File: src/rtl/imem_ctrl_pkg.sv
// imem_ctrl_pkg: shared types and constants for the instruction-memory load controller.
package imem_ctrl_pkg;

    typedef enum logic [1:0] {RUN, CLEAR, LOAD, WRITE} state_e;

    localparam int          WORD_W   = 32;
    localparam logic [31:0] NOP_INSN = 32'h0000_0000;

    function automatic int bytes_per_word(input int n);
        return n / 8;
    endfunction

    localparam int BYTES_PER_WORD = bytes_per_word(WORD_W);

endpackage

File: src/rtl/imem_load_ctrl_byte_packer.sv
// byte_packer: assembles a little-endian instruction word from a byte stream.
module byte_packer import imem_ctrl_pkg::*; #(
    parameter int N = WORD_W
) (
    input  logic         clk,
    input  logic         reset,
    input  logic         accept,
    input  logic [7:0]   byte_data,
    output logic [N-1:0] word,
    output logic         word_full
);

    localparam int BPW = bytes_per_word(N);
    localparam int CW  = (BPW > 1) ? $clog2(BPW) : 1;

    logic [CW-1:0] cnt_q, cnt_d;
    logic [N-1:0]  word_q, word_d;

    always_ff @(posedge clk or posedge reset) begin
        if (reset) begin
            cnt_q  <= '0;
            word_q <= '0;
        end else begin
            cnt_q  <= cnt_d;
            word_q <= word_d;
        end
    end

    always_comb begin
        word_full = accept && (cnt_q == CW'(BPW - 1));
        cnt_d     = accept ? (word_full ? '0 : cnt_q + 1'b1) : cnt_q;
        word_d    = word_q;
        if (accept) word_d[8*cnt_q +: 8] = byte_data;
    end

    assign word = word_q;

endmodule

File: src/rtl/imem_load_ctrl.sv
// imem_load_ctrl: shares the instruction-memory port between fetch and a byte-stream loader.
// A load stalls the CPU, zero-fills the whole memory, then writes the streamed program.
module imem_load_ctrl import imem_ctrl_pkg::*; #(
    parameter int N  = WORD_W,
    parameter int AW = 6
) (
    input  logic          clk,
    input  logic          reset,
    input  logic [AW-1:0] fetch_addr,
    output logic [N-1:0]  fetch_q,
    input  logic          load_req,
    input  logic [AW:0]   load_len,
    input  logic          byte_valid,
    input  logic [7:0]    byte_data,
    output logic          byte_ready,
    output logic [AW-1:0] mem_addr,
    output logic          mem_we,
    output logic [N-1:0]  mem_wdata,
    input  logic [N-1:0]  mem_q,
    output logic          cpu_stall,
    output logic          busy,
    output logic          load_done
);

    // One extra address bit so a full 64-word load ends at 64 instead of wrapping to 0.
    localparam logic [AW:0] DEPTH = (AW + 1)'(2 ** AW);

    state_e      state_q, state_d;
    logic [AW:0] wr_addr_q, wr_addr_d, len_q, len_d;
    logic        load_done_q, load_done_d;
    logic        run, accept, word_full;
    logic [N-1:0] word;

    byte_packer #(.N(N)) u_packer (
        .clk       (clk),
        .reset     (reset),
        .accept    (accept),
        .byte_data (byte_data),
        .word      (word),
        .word_full (word_full)
    );

    always_ff @(posedge clk or posedge reset) begin
        if (reset) begin
            state_q     <= RUN;
            wr_addr_q   <= '0;
            len_q       <= '0;
            load_done_q <= 1'b0;
        end else begin
            state_q     <= state_d;
            wr_addr_q   <= wr_addr_d;
            len_q       <= len_d;
            load_done_q <= load_done_d;
        end
    end

    always_comb begin
        state_d     = state_q;
        wr_addr_d   = wr_addr_q;
        len_d       = len_q;
        load_done_d = 1'b0;
        case (state_q)
            RUN: if (load_req) begin
                state_d   = CLEAR;
                wr_addr_d = '0;
                len_d     = (load_len > DEPTH) ? DEPTH : load_len;
            end
            CLEAR: begin
                wr_addr_d = wr_addr_q + 1'b1;
                if (wr_addr_q == DEPTH - 1'b1) begin
                    wr_addr_d   = '0;
                    state_d     = (len_q != '0) ? LOAD : RUN;
                    load_done_d = (len_q == '0);
                end
            end
            LOAD: state_d = word_full ? WRITE : LOAD;
            WRITE: begin
                wr_addr_d   = wr_addr_q + 1'b1;
                state_d     = (wr_addr_d == len_q) ? RUN : LOAD;
                load_done_d = (wr_addr_d == len_q);
            end
            default: state_d = RUN;
        endcase
    end

    always_comb begin
        run        = (state_q == RUN);
        mem_addr   = run ? fetch_addr : wr_addr_q[AW-1:0];
        mem_we     = (state_q == CLEAR) || (state_q == WRITE);
        mem_wdata  = (state_q == WRITE) ? word : N'(NOP_INSN);
        fetch_q    = run ? mem_q : N'(NOP_INSN);
        byte_ready = (state_q == LOAD);
        accept     = byte_valid && byte_ready;
        cpu_stall  = !run;
        busy       = !run;
        load_done  = load_done_q;
    end

endmodule
File: config.mk
export PLATFORM = sky130hd
export DESIGN_NAME = imem_load_ctrl
export DESIGN_NICKNAME = d
export VERILOG_FILES = /design/src/rtl/imem_ctrl_pkg.sv /design/src/rtl/imem_load_ctrl_byte_packer.sv /design/src/rtl/imem_load_ctrl.sv
export SDC_FILE = /design/constraint.sdc
export NUM_CORES = 1
export LEC_CHECK = 0
export BUFFER_PORTS_ARGS = -buffer_cell sky130_fd_sc_hd__buf_2
export CORE_AREA = 4 4 86 105
export DETAILED_ROUTE_END_ITERATION = 8
export DIE_AREA = 0 0 90 109
export HOLD_SLACK_MARGIN = 0.06
export PLACE_DENSITY = 0.67
export SYNTH_ARGS = -nofsm -noshare
export SYNTH_HDL_FRONTEND = slang
export SYNTH_HIERARCHICAL = 1
export SYNTH_SLANG_ARGS = --single-unit
File: constraint.sdc
create_clock -name clk -period 2.1 [get_ports clk]
set_input_delay 0.21 -clock clk [delete_from_list [all_inputs] [get_ports clk]]
set_output_delay 0.21 -clock clk [all_outputs]
set_load 0.1 [all_outputs]
Word level (Yosys, flattened, before mapping) --
Index checks and enable logic that the tools add are counted.
Storage, ports and cells: register bits 51
Cells by class: add/subtract/negate cells 3, magnitude comparators 1, eq/ne operators 8, shift operators 2, mux-type cells 17, reduce and logical (&&, ||, !) cells 11
Operators by type and width (count):
- $mux W32 | 2
- $neg A5 Y34 | 1
- $shift A8 B34 Y32 const A | 1
- $shiftx A8 B34 Y32 | 1
- $bwmux W32 | 1
- $mux W7 | 3
- $pmux W7 S3 | 1
- $mux W2 | 5
- $pmux W2 S4 | 1
- $add A7 B1 Y7 const B | 1
- $eq A7 B6 Y1 const B | 1
- $eq A7 B7 Y1 | 1
- $gt A7 B7 Y1 const B | 1
- $logic_not A7 Y1 | 1
- $reduce_bool A7 Y1 | 1
- $eq A2 B2 Y1 const B | 3
- $mux W6 | 1
- $reduce_and A2 Y1 | 3
- $ne A2 B2 Y1 const B | 2
- $reduce_bool A3 Y1 | 1
- $add A2 B1 Y2 const B | 1
- $eq A2 B1 Y1 const B | 1
- $logic_and A1 B1 Y1 | 2
- $logic_not A2 Y1 | 1
- other kinds (4) | 5

Depth between registers and ports, before layout --
Gate-level depths: netlist of the first run.
depth after elaboration 5, mapped depth 8

Hierarchy --
The synthesis of the first run kept the hierarchy.
By module, submodules not included:
- byte_packer | times used 1, cells an instance 131, area each 1600.3 µm², sequential area each 850.8 µm²
- imem_load_ctrl | times used 1, cells an instance 190, area each 1544.0 µm², sequential area each 425.4 µm²

Least setup slack after synthesis of the first run --
No wires, ideal clock.
kind reg2reg, start register state_q[1], end register u_packer.word_q[29], in the netlist u_packer/word[29], data arrival time 2.971 ns, required time 1.979 ns, path slack -0.992 ns, cell stages (with the launch flop) 7, clock period less this slack 3.092 ns, cell sequence dfrtp_1 clkbuf_1 nor2b_1 and2_1 buf_2 nand2_1 a22o_1
Between the ends: longest elaborated chain between the ends 2
Ends and longest elaborated chain:
- from (decl) | RTL line imem_load_ctrl.sv:28 | state_e state_q, state_d;
- from (signal assigned) | RTL line imem_load_ctrl.sv:50 | state_q <= state_d;
- $eq A2 B2 Y1 | RTL line imem_load_ctrl.sv:92 | byte_ready = (state_q == LOAD);
- via byte_ready | RTL line imem_load_ctrl.sv:15 | output logic byte_ready,
- $logic_and A1 B1 Y1 | RTL line imem_load_ctrl.sv:93 | accept = byte_valid && byte_ready;
- via accept | RTL line imem_load_ctrl.sv:31 | logic run, accept, word_full;
- to (signal assigned) | RTL line imem_load_ctrl_byte_packer.sv:25 | word_q <= word_d;
- to (decl) | RTL line imem_load_ctrl_byte_packer.sv:17 | logic [N-1:0] word_q, word_d;
The timed path passes the listed nets, and every way through them passes these cells. A chain may end at the register's enable or synchronous reset.

Worst setup path after layout of the first run --
start register state_q[0], end output fetch_q[3]
Between the ends: longest elaborated chain between the ends 2
Ends and longest elaborated chain:
- $logic_not A2 Y1 | RTL line imem_load_ctrl.sv:87 | run = (state_q == RUN);
- $mux W32 | RTL line imem_load_ctrl.sv:91 | fetch_q = run ? mem_q : N'(NOP_INSN);
- to (decl) | RTL line imem_load_ctrl.sv:10 | output logic [N-1:0] fetch_q,
Every way passes these cells.

==> summary.txt, run 1 <==
Clock tree
  – Clock transition at the registers of the reported paths: 0.09 ns
  – Max clock buf depth: 2
  – Post-CTS Setup Repair Bufs: 0
  – CTS tree: built
  – Clock root buffer master: clkbuf_8
  – Clk_lat worst skew: 0.30 ns
  – Total CTS buffers: 5
  – Htree depth: 2
  – Clock sinks: 51

Timing
  – Setup violators final: 0
  – RSZ-0062 raised after global routing: false
  – Fin Clk Skew: 0.00784 ns
  – Final WS setup: 0.150 ns
  – Min Clock Period, post-route: 1.95 ns
  – Fmax: 513 MHz
  – Tightest Pin Transition: 0.710 ns
  – Fin Setup TNS: 0 ns
  – Final Hold Vio Count: 0
  – Fin crit share: 92.9%
  – Relative slew slack: 52.6%
  – Final Slew Violations: 0

Setup path
  – CP delay by family, top: flip-flops
  – Number of buffers and inverters on the critical path: 2
  – Arrival time at the worst endpoint: 1.74 ns
  – Slowest CP cell: dfrtp_1
  – CP endpoint kind: primary output
  – WP data required: 1.89 ns
  – Critical path startpoint category: flip-flop
  – Critical path's largest stage delay: 0.49 ns
  – CP Class: flip-flop to primary output
  – R2R setup slack: 0.18 ns
  – Worst-path fanout max: 21
  – Reg-to-Reg Start: u_packer/cnt_q[0]$_DFFE_PP0P_
  – R2R depth: 4
  – Worst reg2reg endpoint: u_packer/word[6]$_DFFE_PP0P_
  – CP Cell Sequence: nor2_4 > buf_4 > and2_1 > buf_12

Power and ir drop
  – Comb power frac: 43.0%
  – Peak supply drop: 380 uV
  – PwrDens: 683 nW/um2
  – Pleak: 2.34 nW
  – Net Sw Frac: 43.4%
  – Reg power frac: 35.8%
  – Pint: 0.00194 W
  – NetSw: 0.00148 W
  – Clock Power Share: 21.3%

Layout
  – Commonest cells after routing, fill and taps aside: 68 x buf_12, 63 x buf_2, 51 x dfrtp_1
  – Antenna Cells: 0
  – Layout cell share with drive strength beyond 1: 39.2%
  – Commonest non-fill, non-tap cell in the layout: buf_12
  – Final net count: 503
  – Final core utilization: 62.8%
  – Area grow syn2layout: 59.3%

Logic synthesis
  – Complex-gate fraction of the synthesized area: 17.4%
  – Simple-gate share of the synthesized area: 27.7%
  – Yosys warns: 6
  – Syn nets: 384
  – Top cells by area, synth: dfrtp_1 41%, and2_1 8.2%, and3_1 7.0%, a32o_1 4.8%, o2bb2ai_2 3.8%
  – Ys async rst share: 100%
  – Seq/Total Area, Yosys: 40.6%
  – Mux contribution to synthesized area: 2.51%
  – Gate Count Post-Synth: 321
  – Ys flop type: dfrtp_1
  – Yosys top cell area share: 40.6%
  – Largest family of logic cells by synthesized area: simple AND/OR/NAND/NOR gates
  – Number of synthesized flops with an enable pin: 0
  – Syn avg cell area: 9.80 um2
  – Post-Synth XOR/XNOR Area: 3.22%
  – Post-synthesis cell area: 3140 um2
  – Register bit count reported by yosys: 51
  – Post-Synth Adder-Cell Area: 2.39%
  – Cell taking the most area after synthesis: dfrtp_1
  – Count of different cell masters after synthesis: 49

GRT
  – Antenna violations before repair: 0
  – GRT overflow: 0
  – GRT Util Overall: 18.7%
  – Largest net degree at the start of global routing: 43
  – First-pass GRT wire length: 14.9 mm
  – Vias in the first global route: 2971

Detailed routing
  – Avg WL per Cell: 17.4 um
  – Routed wl met2: 4.75 mm
  – Vias per cell: 5.46
  – Met3 Routed Length: 814 um
  – DRT Pass-1 Iters: 4
  – Met1 WL: 3.62 mm
  – Iteration-0 DRC count of the detailed router: 96
  – DRC errors left: 0
  – Top routing layer used: met4
  – Via Count: 2925
  – Post-DRT Antenna Nets: 0
  – Final WL: 9.30 mm

Hold path
  – Hold Path Class: input port to flip-flop
  – Worst Hold Path EP: len_q[0]$_DFFE_PP0P_
  – Worst hold path depth: 3
  – Min-delay src: load_len[0]

Placement
  – Pre-CTS WS: 0.227 ns
  – Post-DP HPWL: 7.12 mm
  – I/O Buffers: 131
  – Gpl congestion: 0.881

Floorplan
  – Initial Util: 39.4%
  – Die width: 90 um
  – IO Count: 132
  – Rows: 36
  – Core Area: 7970 um2
  – Die height: 109 um
  – Die area: 9810 um2

Outcome
  – Status: finished clean

Run
  – Maxcap violations: 0
worst min-delay path: cells and delay by family:
family	cells	cell delay, ns
buffers and inverters	1	0.09
AOI/OAI and AO/OA	1	0.06
and+or+nand+nor	1	0.05
layout make-up:
class                   count  area, um2
flip-flops and latches     51       1280
fillers                   623       2970
repair buffers            140       1750
well taps                  95        119
multi-input cells         227       1690
inverters                  15       56.3
clock buffers               6       82.6
clock inverters             2       38.8
sequential cells by signal, indices dropped and copies added, names as in the netlist:
signal,cells
len_q,7
wr_addr_q,7
load_done,1
u_packer/cnt_q,2
u_packer/word,32
state_q,2
what timing repair did:
action                                  CTS  global route
endpoints found under the hold margin    51             0
hold buffers                              1             0
gates resized for setup                   0             1
endpoints found under the setup margin    0            28
per-layer routing:
metal / global-route usage, % / vias to the layer above
met5: 0 / -
met4: 4.70 / 0
met2: 33.7 / 149
li1: - / 1378
met3: 4.62 / 12
met1: 22.4 / 1386
how the worst max path moves through the flow:
| stage | depth (start not counted) | to | start |
|---|---|---|---|
| finish | 4 | fetch_q[3] | state_q[0]$_DFFE_PP0P_ |
| global route | 4 | fetch_q[3] | state_q[0]$_DFFE_PP0P_ |
| CTS | 4 | fetch_q[3] | state_q[0]$_DFFE_PP0P_ |
| detailed placement | 4 | u_packer/word[0]$_DFFE_PP0P_ | u_packer/cnt_q[0]$_DFFE_PP0P_ |
| global placement | 5 | wr_addr_q[6]$_DFFE_PP0P_ | wr_addr_q[0]$_DFFE_PP0P_ |
| floorplan | 6 | u_packer/word[29]$_DFFE_PP0P_ | state_q[1]$_DFFE_PP0P_ |
kinds of logic (layout without fill, tap and decap cells):
group           after synthesis  count (layout)
mux                           7               7
xor+xnor                     10              10
simple gates                143             143
fa+ha+maj                     6               6
compound gates               61              61
flops                        51              51
buf+inv                      43             163
power groups by stage:
stage	sequential [W]	clock, W	combinational, W
global placement	0.00123	0	0.00144
global route	0.00124	0.000788	0.00155
floorplan	0.00114	0	0.00119
CTS	0.00122	0.000746	0.00147
detailed placement	0.00124	0	0.00147
finish	0.00122	0.000728	0.00147
synth_stat cells (6+ instances only):
cell,count
a32o_1,15
and2_1,41
and3_1,35
buf_2,12
clkbuf_1,13
dfrtp_1,51
ha_1,6
inv_1,15
mux2_2,7
nand2_1,25
nand2b_1,8
nand3_1,10
o21ai_0,14
o2bb2ai_2,8
o32ai_1,7
through the flow:
stage               cells  hold slack (ns)  instance area [um2]  total power [W]
global placement      527            0.331                 4870          0.00267
finish                536            0.158                 5010          0.00342
global route          536            0.152                 5010          0.00357
floorplan             321            0.136                 3150          0.00233
CTS                   536            0.153                 5000          0.00344
detailed placement    527            0.338                 4870          0.00271
No activity file was read; power rests on OpenSTA's default activity.
==> run 2: changes to the inputs <==
CORE_AREA = 4 4 84 102   (was 4 4 86 105)
DIE_AREA = 0 0 88 106   (was 0 0 90 109)
PLACE_DENSITY = 0.68   (was 0.67)
SKIP_LAST_GASP = 1   (was not set)
SYNTH_HIERARCHICAL = not set   (was 1)
==> run 2 against run 1 <==
  * Flip-flop and latch count stayed put
  * Final cell count is 4.5% higher
  * Global-route usage hardly changed
  * Routed wire length is 8.0% lower
  * Synthesized area is 5.9% lower
  * Highest routed layer unchanged
  * Clock-buffer cell count stayed put
  * Core utilization is 1.5 points higher
  * Sequential power is 20% lower
  * Via count is 3.0% lower
  * Largest cell class unchanged
  * Register-to-register slack better by 0.11 ns
  * Die area is 4.9% lower
==> summary.txt, run 2 <==
Outcome
  – Status: finished clean

Power and ir drop
  – Net Sw Frac: 21.0% (-22 points)
  – Peak supply drop: 265 uV (-30%)
  – PwrDens: 367 nW/um2 (-46%)
  – Comb power frac: 5.3% (-38 points)
  – Reg power frac: 54.9% (+19 points)
  – Pleak: 2.29 nW (-2.1%)
  – Power, Total: 0.00179 W (-48%)
  – NetSw: 0.000376 W (-75%)
  – Clock Power Share: 39.8% (+18 points)
  – Pint: 0.00141 W (-27%)

Logic synthesis
  – Most frequent cell after synthesis: nand2_1
  – Ys flop type: dfrtp_1
  – Register bit count reported by yosys: 51 (unchanged)
  – Top cells by area, synth: dfrtp_1 43%, nand2_1 9.8%, and2_1 6.8%, and3_1 6.8%, o21ai_1 5.4%
  – Yosys warns: 0 (-6)
  – Mux contribution to synthesized area: 3.76% (+1.3 points)
  – Gate Count Post-Synth: 346 (+7.8%)
  – Complex-gate fraction of the synthesized area: 11.1% (-6.3 points)
  – Yosys top cell area share: 43.1% (+2.6 points)
  – Post-Synth XOR/XNOR Area: 2.96% (-0.26 points)
  – Simple-gate share of the synthesized area: 31.6% (+3.9 points)
  – Number of synthesized flops with an enable pin: 0 (unchanged)
  – Cell taking the most area after synthesis: dfrtp_1
  – Syn nets: 409 (+6.5%)
  – Post-Synth Adder-Cell Area: 2.54% (+0.15 points)
  – Ys async rst share: 100% (unchanged)
  – Largest family of logic cells by synthesized area: simple AND/OR/NAND/NOR gates
  – Syn avg cell area: 8.55 um2 (-13%)
  – Count of different cell masters after synthesis: 40 (-18%)
  – Commonest cells post-synth: 77 x nand2_1, 51 x dfrtp_1, 32 x and2_1, 32 x and3_1, 32 x o21ai_1
  – Seq/Total Area, Yosys: 43.1% (+2.6 points)
  – Post-synthesis cell area: 2960 um2 (-5.9%)

Clock tree
  – Clock sinks: 51 (unchanged)
  – Post-CTS Resized: 0 (unchanged)
  – Post-CTS Setup Repair Bufs: 0 (unchanged)
  – Max clock buf depth: 2 (unchanged)
  – Htree depth: 2 (unchanged)
  – Clock transition at the registers of the reported paths: 0.09 ns (about the same)
  – CTS tree: built
  – Clk_lat worst skew: 0.30 ns (about the same)
  – Total CTS buffers: 5 (unchanged)
  – Clock root buffer master: clkbuf_8

Detailed routing
  – Final WL: 8.56 mm (-8.0%)
  – Post-DRT Antenna Nets: 0 (unchanged)
  – DRT Pass-1 Iters: 4 (unchanged)
  – Avg WL per Cell: 15.3 um (-12%)
  – Iteration-0 DRC count of the detailed router: 75 (-22%)
  – DRC errors left: 0 (unchanged)
  – Vias per cell: 5.07 (-7.2%)
  – Via Count: 2837 (-3.0%)

Setup path
  – Worst reg2reg endpoint: state_q[1]$_DFFE_PP0P_
  – CP Cell Sequence: nor2_2 > buf_4 > mux2_2 > buf_12
  – Critical path origin: state_q[1]$_DFFE_PP0P_
  – CP Class: flip-flop to primary output
  – Arrival time at the worst endpoint: 1.69 ns (-0.05 ns)
  – WP data required: 1.89 ns (about the same)
  – Worst Setup EP: mem_addr[0]
  – R2R depth: 5 (+1)
  – Worst-path fanout max: 40 (+90%)
  – CP endpoint kind: primary output
  – Critical path startpoint category: flip-flop
  – Slowest CP cell: dfrtp_1
  – R2R setup slack: 0.29 ns (+0.11 ns)
  – Reg-to-Reg Start: wr_addr_q[0]$_DFFE_PP0P_
  – Critical path's largest stage delay: 0.41 ns (-0.08 ns)

Timing
  – Tightest Pin Transition: 0.501 ns (-0.209 ns)
  – Fin crit share: 90.3% (-2.5 points)
  – Setup violators final: 0 (unchanged)
  – Min Clock Period, post-route: 1.90 ns (-0.0534 ns)
  – Fin Clk Skew: 0.0118 ns (+0.00394 ns)
  – Relative slew slack: 66.4% (+14 points)
  – Fmax: 527 MHz (+2.8%)
  – Final Hold Vio Count: 0 (unchanged)
  – Fin Setup TNS: 0 ns (unchanged)
  – RSZ-0062 raised after global routing: false
  – Final Slew Violations: 0 (unchanged)

Floorplan
  – Rows: 35 (-2.8%)
  – Core Area: 7580 um2 (-5.0%)
  – Initial Util: 39.0% (-0.40 points)
  – Die height: 106 um (-2.8%)
  – Die width: 88 um (-2.2%)
  – IO Count: 132 (unchanged)
  – Die area: 9330 um2 (-4.9%)

Placement
  – Post-DP HPWL: 6.82 mm (-4.3%)
  – Gpl congestion: 0.891 (+1.0%)
  – I/O Buffers: 131 (unchanged)

GRT
  – Vias in the first global route: 2866 (-3.5%)
  – Antenna violations before repair: 0 (unchanged)
  – Largest net degree at the start of global routing: 41 (-4.7%)
  – GRT overflow: 0 (unchanged)
  – GRT Util Overall: 18.7% (+0.048 points)
  – First-pass GRT wire length: 14.0 mm (-6.2%)

Layout
  – Antenna Cells: 0 (unchanged)
  – Commonest non-fill, non-tap cell in the layout: nand2_1
  – Final net count: 530 (+5.4%)
  – Area grow syn2layout: 64.6%
  – Largest register FFs: 32 (unchanged)
  – Layout cell share with drive strength beyond 1: 38.5% (-0.77 points)
  – Commonest cells after routing, fill and taps aside: 77 x nand2_1, 71 x buf_12, 60 x buf_2

Hold path
  – Hold Path Class: input port to flip-flop
  – Worst hold path depth: 3 (unchanged)

Run
  – Maxcap violations: 0 (unchanged)
run 2: cell types whose count changed after synthesis, sizes merged, moves of 5 or more:
cell     before  now
nand2        26   82
o21ai        14   43
a32o         15    0
and2         42   32
nand3        11    3
inv          15    8
o2bb2ai       8    1
o32ai         7    0
a21oi         2    7
run 2: repair_timing:
| action | CTS | global route |
|---|---|---|
| setup endpoints to repair | 0 | 0 |
| hold buffers | 1 | 0 |
| hold endpoints to repair | 10 | 0 |
run 2: layout make-up:
cell class,instances,area (um2)
Fill cell,596,2710
Timing Repair Buffer,138,1780
Multi-Input combinational cell,263,1550
Sequential cell,51,1280
Tap cell,92,115
Clock buffer,6,82.6
Clock inverter,2,35.0
Inverter,8,30.0
run 2: kinds of logic (layout without fill, tap and decap cells):
family / after synthesis / in the layout
AND/OR/NAND/NOR: 178 / 178
AO/OA/AOI/OAI: 59 / 59
flip-flops: 51 / 51
buffers and inverters: 32 / 154
XOR/XNOR: 10 / 10
multiplexers: 10 / 10
adder cells (fa/ha/maj): 6 / 6
run 2: stage by stage:
step	instances	hold WS [ns]	cell area, um2	util [%]	setup WS, ns
after floorplan	346	0.337	2970	-	0.122
after global placement	551	0.144	4740	62.6	0.400
after detailed placement	551	0.151	4740	62.6	0.312
after CTS	560	0.158	4870	64.3	0.168
after global routing	560	0.152	4870	64.3	0.0758
final	560	0.168	4870	64.3	0.203
run 2: worst min path at each step:
stage | start | end
finish | load_len[2] | len_q[2]$_DFFE_PP0P_
global route | load_len[2] | len_q[2]$_DFFE_PP0P_
CTS | load_len[2] | len_q[2]$_DFFE_PP0P_
detailed placement | reset | u_packer.word[1]$_DFFE_PP0P_
global placement | reset | u_packer.word[1]$_DFFE_PP0P_
floorplan | byte_data[0] | u_packer.word[0]$_DFFE_PP0P_
run 2: power groups by stage:
stage	clock network (W)	registers [W]	logic (W)
4_1_cts	0.000732	0.000981	0.0000973
6_report	0.000712	0.000981	0.0000952
3_5_place_dp	0	0.00100	0.0000952
3_3_place_gp	0	0.00100	0.0000930
2_1_floorplan	0	0.00100	0.0000227
5_1_grt	0.000769	0.000981	0.000107
run 2: critical path, delay by kind of cell, from the launching register on:
family / cells / cell delay (ns)
buffers and inverters: 2 / 0.46
DFF: 1 / 0.41
muxes: 1 / 0.41
and+or+nand+nor: 1 / 0.10
run 2: layer usage:
layer	global-route usage, %	up-vias	part of all wire (%)
li1	-	1390	-
met1	22.2	1304	39
met2	32.7	125	49
met3	4.50	18	9.2
met4	6.03	0	2.5
met5	0	-	0
==> run 3: changes to the inputs <==
CORE_AREA = 4 4 117 74   (was 4 4 84 102)
DIE_AREA = 0 0 121 78   (was 0 0 88 106)
==> run 3 against run 2 <==
  * Sequential share of layout area down 0.55 points
  * Final cell count up 2.9%
  * Total power up 13%
  * Routed wire length up 7.6%
  * Critical path depth unchanged
  * Highest routed layer unchanged
  * Die area up 1.2%
  * Clock power up 32%
  * Register-to-register slack worse by 0.04 ns
  * Non-clock buffer count unchanged
  * Clock-buffer cell count unchanged
  * Largest power group unchanged
  * Critical path type unchanged
  * Fmax down 2.7%
==> summary.txt, run 3 (same netlist as run 2, synthesis figures left out) <==
Layout
  – Commonest cells after routing, fill and taps aside: 77 x nand2_1, 73 x buf_12, 59 x buf_2
  – Commonest non-fill, non-tap cell in the layout: nand2_1
  – Final net count: 530 (unchanged)
  – Area grow syn2layout: 68.1%
  – Final-layout fill cell count: 592 (-0.67%)
  – Finished Layout Cells: 576 (+2.9%)
  – Antenna Cells: 0 (unchanged)
  – Largest register FFs: 32 (unchanged)
  – Layout cell share with drive strength beyond 1: 38.5% (unchanged)

Outcome
  – Status: finished clean

Placement
  – Gpl congestion: 0.837 (-6.0%)
  – Placed cell count: 567 (+2.9%)
  – Post-DP HPWL: 7.30 mm (+7.1%)
  – I/O Buffers: 131 (unchanged)

Detailed routing
  – Avg WL per Cell: 16.0 um (+4.6%)
  – Final WL: 9.21 mm (+7.6%)
  – Iteration-0 DRC count of the detailed router: 175 (+130%)
  – Vias per cell: 4.92 (-2.9%)
  – Post-DRT Antenna Nets: 0 (unchanged)
  – Via Count: 2833 (-0.14%)
  – DRC errors left: 0 (unchanged)
  – DRT Pass-1 Iters: 6 (+2)

Setup path
  – WP data required: 1.89 ns (about the same)
  – R2R setup slack: 0.25 ns (-0.04 ns)
  – CP Class: flip-flop to primary output
  – R2R depth: 5 (unchanged)
  – Critical path origin: state_q[1]$_DFFE_PP0P_
  – Reg-to-Reg Start: wr_addr_q[0]$_DFFE_PP0P_
  – Critical path startpoint category: flip-flop
  – Worst Setup EP: fetch_q[27]
  – Arrival time at the worst endpoint: 1.74 ns (+0.05 ns)
  – CP endpoint kind: primary output
  – Worst reg2reg endpoint: wr_addr_q[5]$_DFFE_PP0P_
  – Worst-path fanout max: 33 (-18%)

Timing
  – Fmax: 513 MHz (-2.7%)
  – Setup violators final: 0 (unchanged)
  – Fin Clk Skew: 0.00738 ns (-0.00440 ns)
  – Relative slew slack: 66.0% (-0.40 points)
  – Fin Setup TNS: 0 ns (unchanged)
  – Tightest Pin Transition: 0.507 ns (+0.00594 ns)
  – Final Slew Violations: 0 (unchanged)
  – RSZ-0062 raised after global routing: false
  – Final Hold Vio Count: 0 (unchanged)
  – Min Clock Period, post-route: 1.95 ns (+0.0524 ns)
  – Fin crit share: 92.8% (+2.5 points)

Clock tree
  – Clock root buffer master: clkbuf_16
  – Htree depth: 2 (unchanged)
  – Post-CTS Resized: 0 (unchanged)
  – Clock transition at the registers of the reported paths: 0.06 ns (-0.03 ns)
  – Clock sinks: 51 (unchanged)
  – Total CTS buffers: 5 (unchanged)
  – Max clock buf depth: 2 (unchanged)
  – Clk_lat worst skew: 0.29 ns (about the same)
  – CTS tree: built
  – Post-CTS Setup Repair Bufs: 0 (unchanged)

GRT
  – Vias in the first global route: 2789 (-2.7%)
  – GRT Util Overall: 19.5% (+0.80 points)
  – First-pass GRT wire length: 14.6 mm (+4.3%)
  – Antenna violations before repair: 0 (unchanged)
  – Largest net degree at the start of global routing: 38 (-7.3%)
  – GRT overflow: 0 (unchanged)

Floorplan
  – Die area: 9440 um2 (+1.2%)
  – Rows: 25 (-29%)
  – Initial Util: 38.6% (-0.45 points)
  – Die width: 121 um (+38%)
  – IO Count: 132 (unchanged)
  – Die height: 78 um (-26%)
  – Core Area: 7660 um2 (+1.2%)

Power and ir drop
  – Peak supply drop: 321 uV (+21%)
  – PwrDens: 406 nW/um2 (+10%)
  – Pleak: 2.33 nW (+1.3%)

Hold path
  – Hold Path Class: input port to flip-flop
  – Worst hold path depth: 3 (unchanged)

Run
  – Maxcap violations: 0 (unchanged)
## run 3: how the worst min path moves through the flow
| stage | end | startpoint | slack [ns] |
|---|---|---|---|
| after floorplan | u_packer.word[0]$_DFFE_PP0P_ | byte_data[0] | 0.34 |
| after global placement | u_packer.word[4]$_DFFE_PP0P_ | reset | 0.20 |
| after detailed placement | u_packer.word[4]$_DFFE_PP0P_ | reset | 0.20 |
| after CTS | len_q[0]$_DFFE_PP0P_ | load_len[0] | 0.18 |
| after global routing | len_q[2]$_DFFE_PP0P_ | load_len[2] | 0.18 |
| final | len_q[2]$_DFFE_PP0P_ | load_len[2] | 0.18 |
## run 3: power breakdown
group	total [W]	internal, W	switching, W
sequential	0.000982	0.000982	0
clock	0.000940	0.000593	0.000347
combinational	0.0000948	0.0000450	0.0000498
## run 3: area by class of cell
class	count	area (um2)	share of cell area (%)
inverter	8	30.0	0.604
timing repair buffer	138	1800	36.3
multi-input combinational	263	1550	31.2
clock inverter	2	35.0	0.704
clock buffer	6	139	2.79
sequential	51	1280	25.7
tap	108	135	2.72
## run 3: metrics by stage
stage	hold slack (ns)	utilization, %	area (um2)	power [W]	worst slack (ns)
3_5_place_dp	0.203	62.5	4790	0.00109	0.294
6_report	0.179	64.9	4970	0.00202	0.151
3_3_place_gp	0.197	62.5	4790	0.00109	0.412
4_1_cts	0.182	64.9	4970	0.00203	0.131
2_1_floorplan	0.337	-	2970	0.00102	0.122
5_1_grt	0.179	64.9	4970	0.00210	0.0330
## run 3: timing repair
action	4_1_cts	5_1_grt
hold endpoints to repair	16	0
hold buffers	1	0
setup endpoints to repair	0	0
## run 3: critical path, cell delays in order (launching register included)
cell and delay, ns:
dfrtp_1 0.40, nor2_2 0.42, buf_12 0.22, and2_1 0.21
buf_12 0.19
## run 3: routing by layer
metal | vias to the layer above | wire length, um | GRT usage [%] | part of all wire [%]
met4 | 0 | 70 | 4.30 | 0.76
met1 | 1334 | 4240 | 28.8 | 46
met2 | 99 | 4270 | 28.5 | 46
met5 | - | 0 | 0 | 0
met3 | 6 | 629 | 5.17 | 6.8
li1 | 1394 | - | - | -
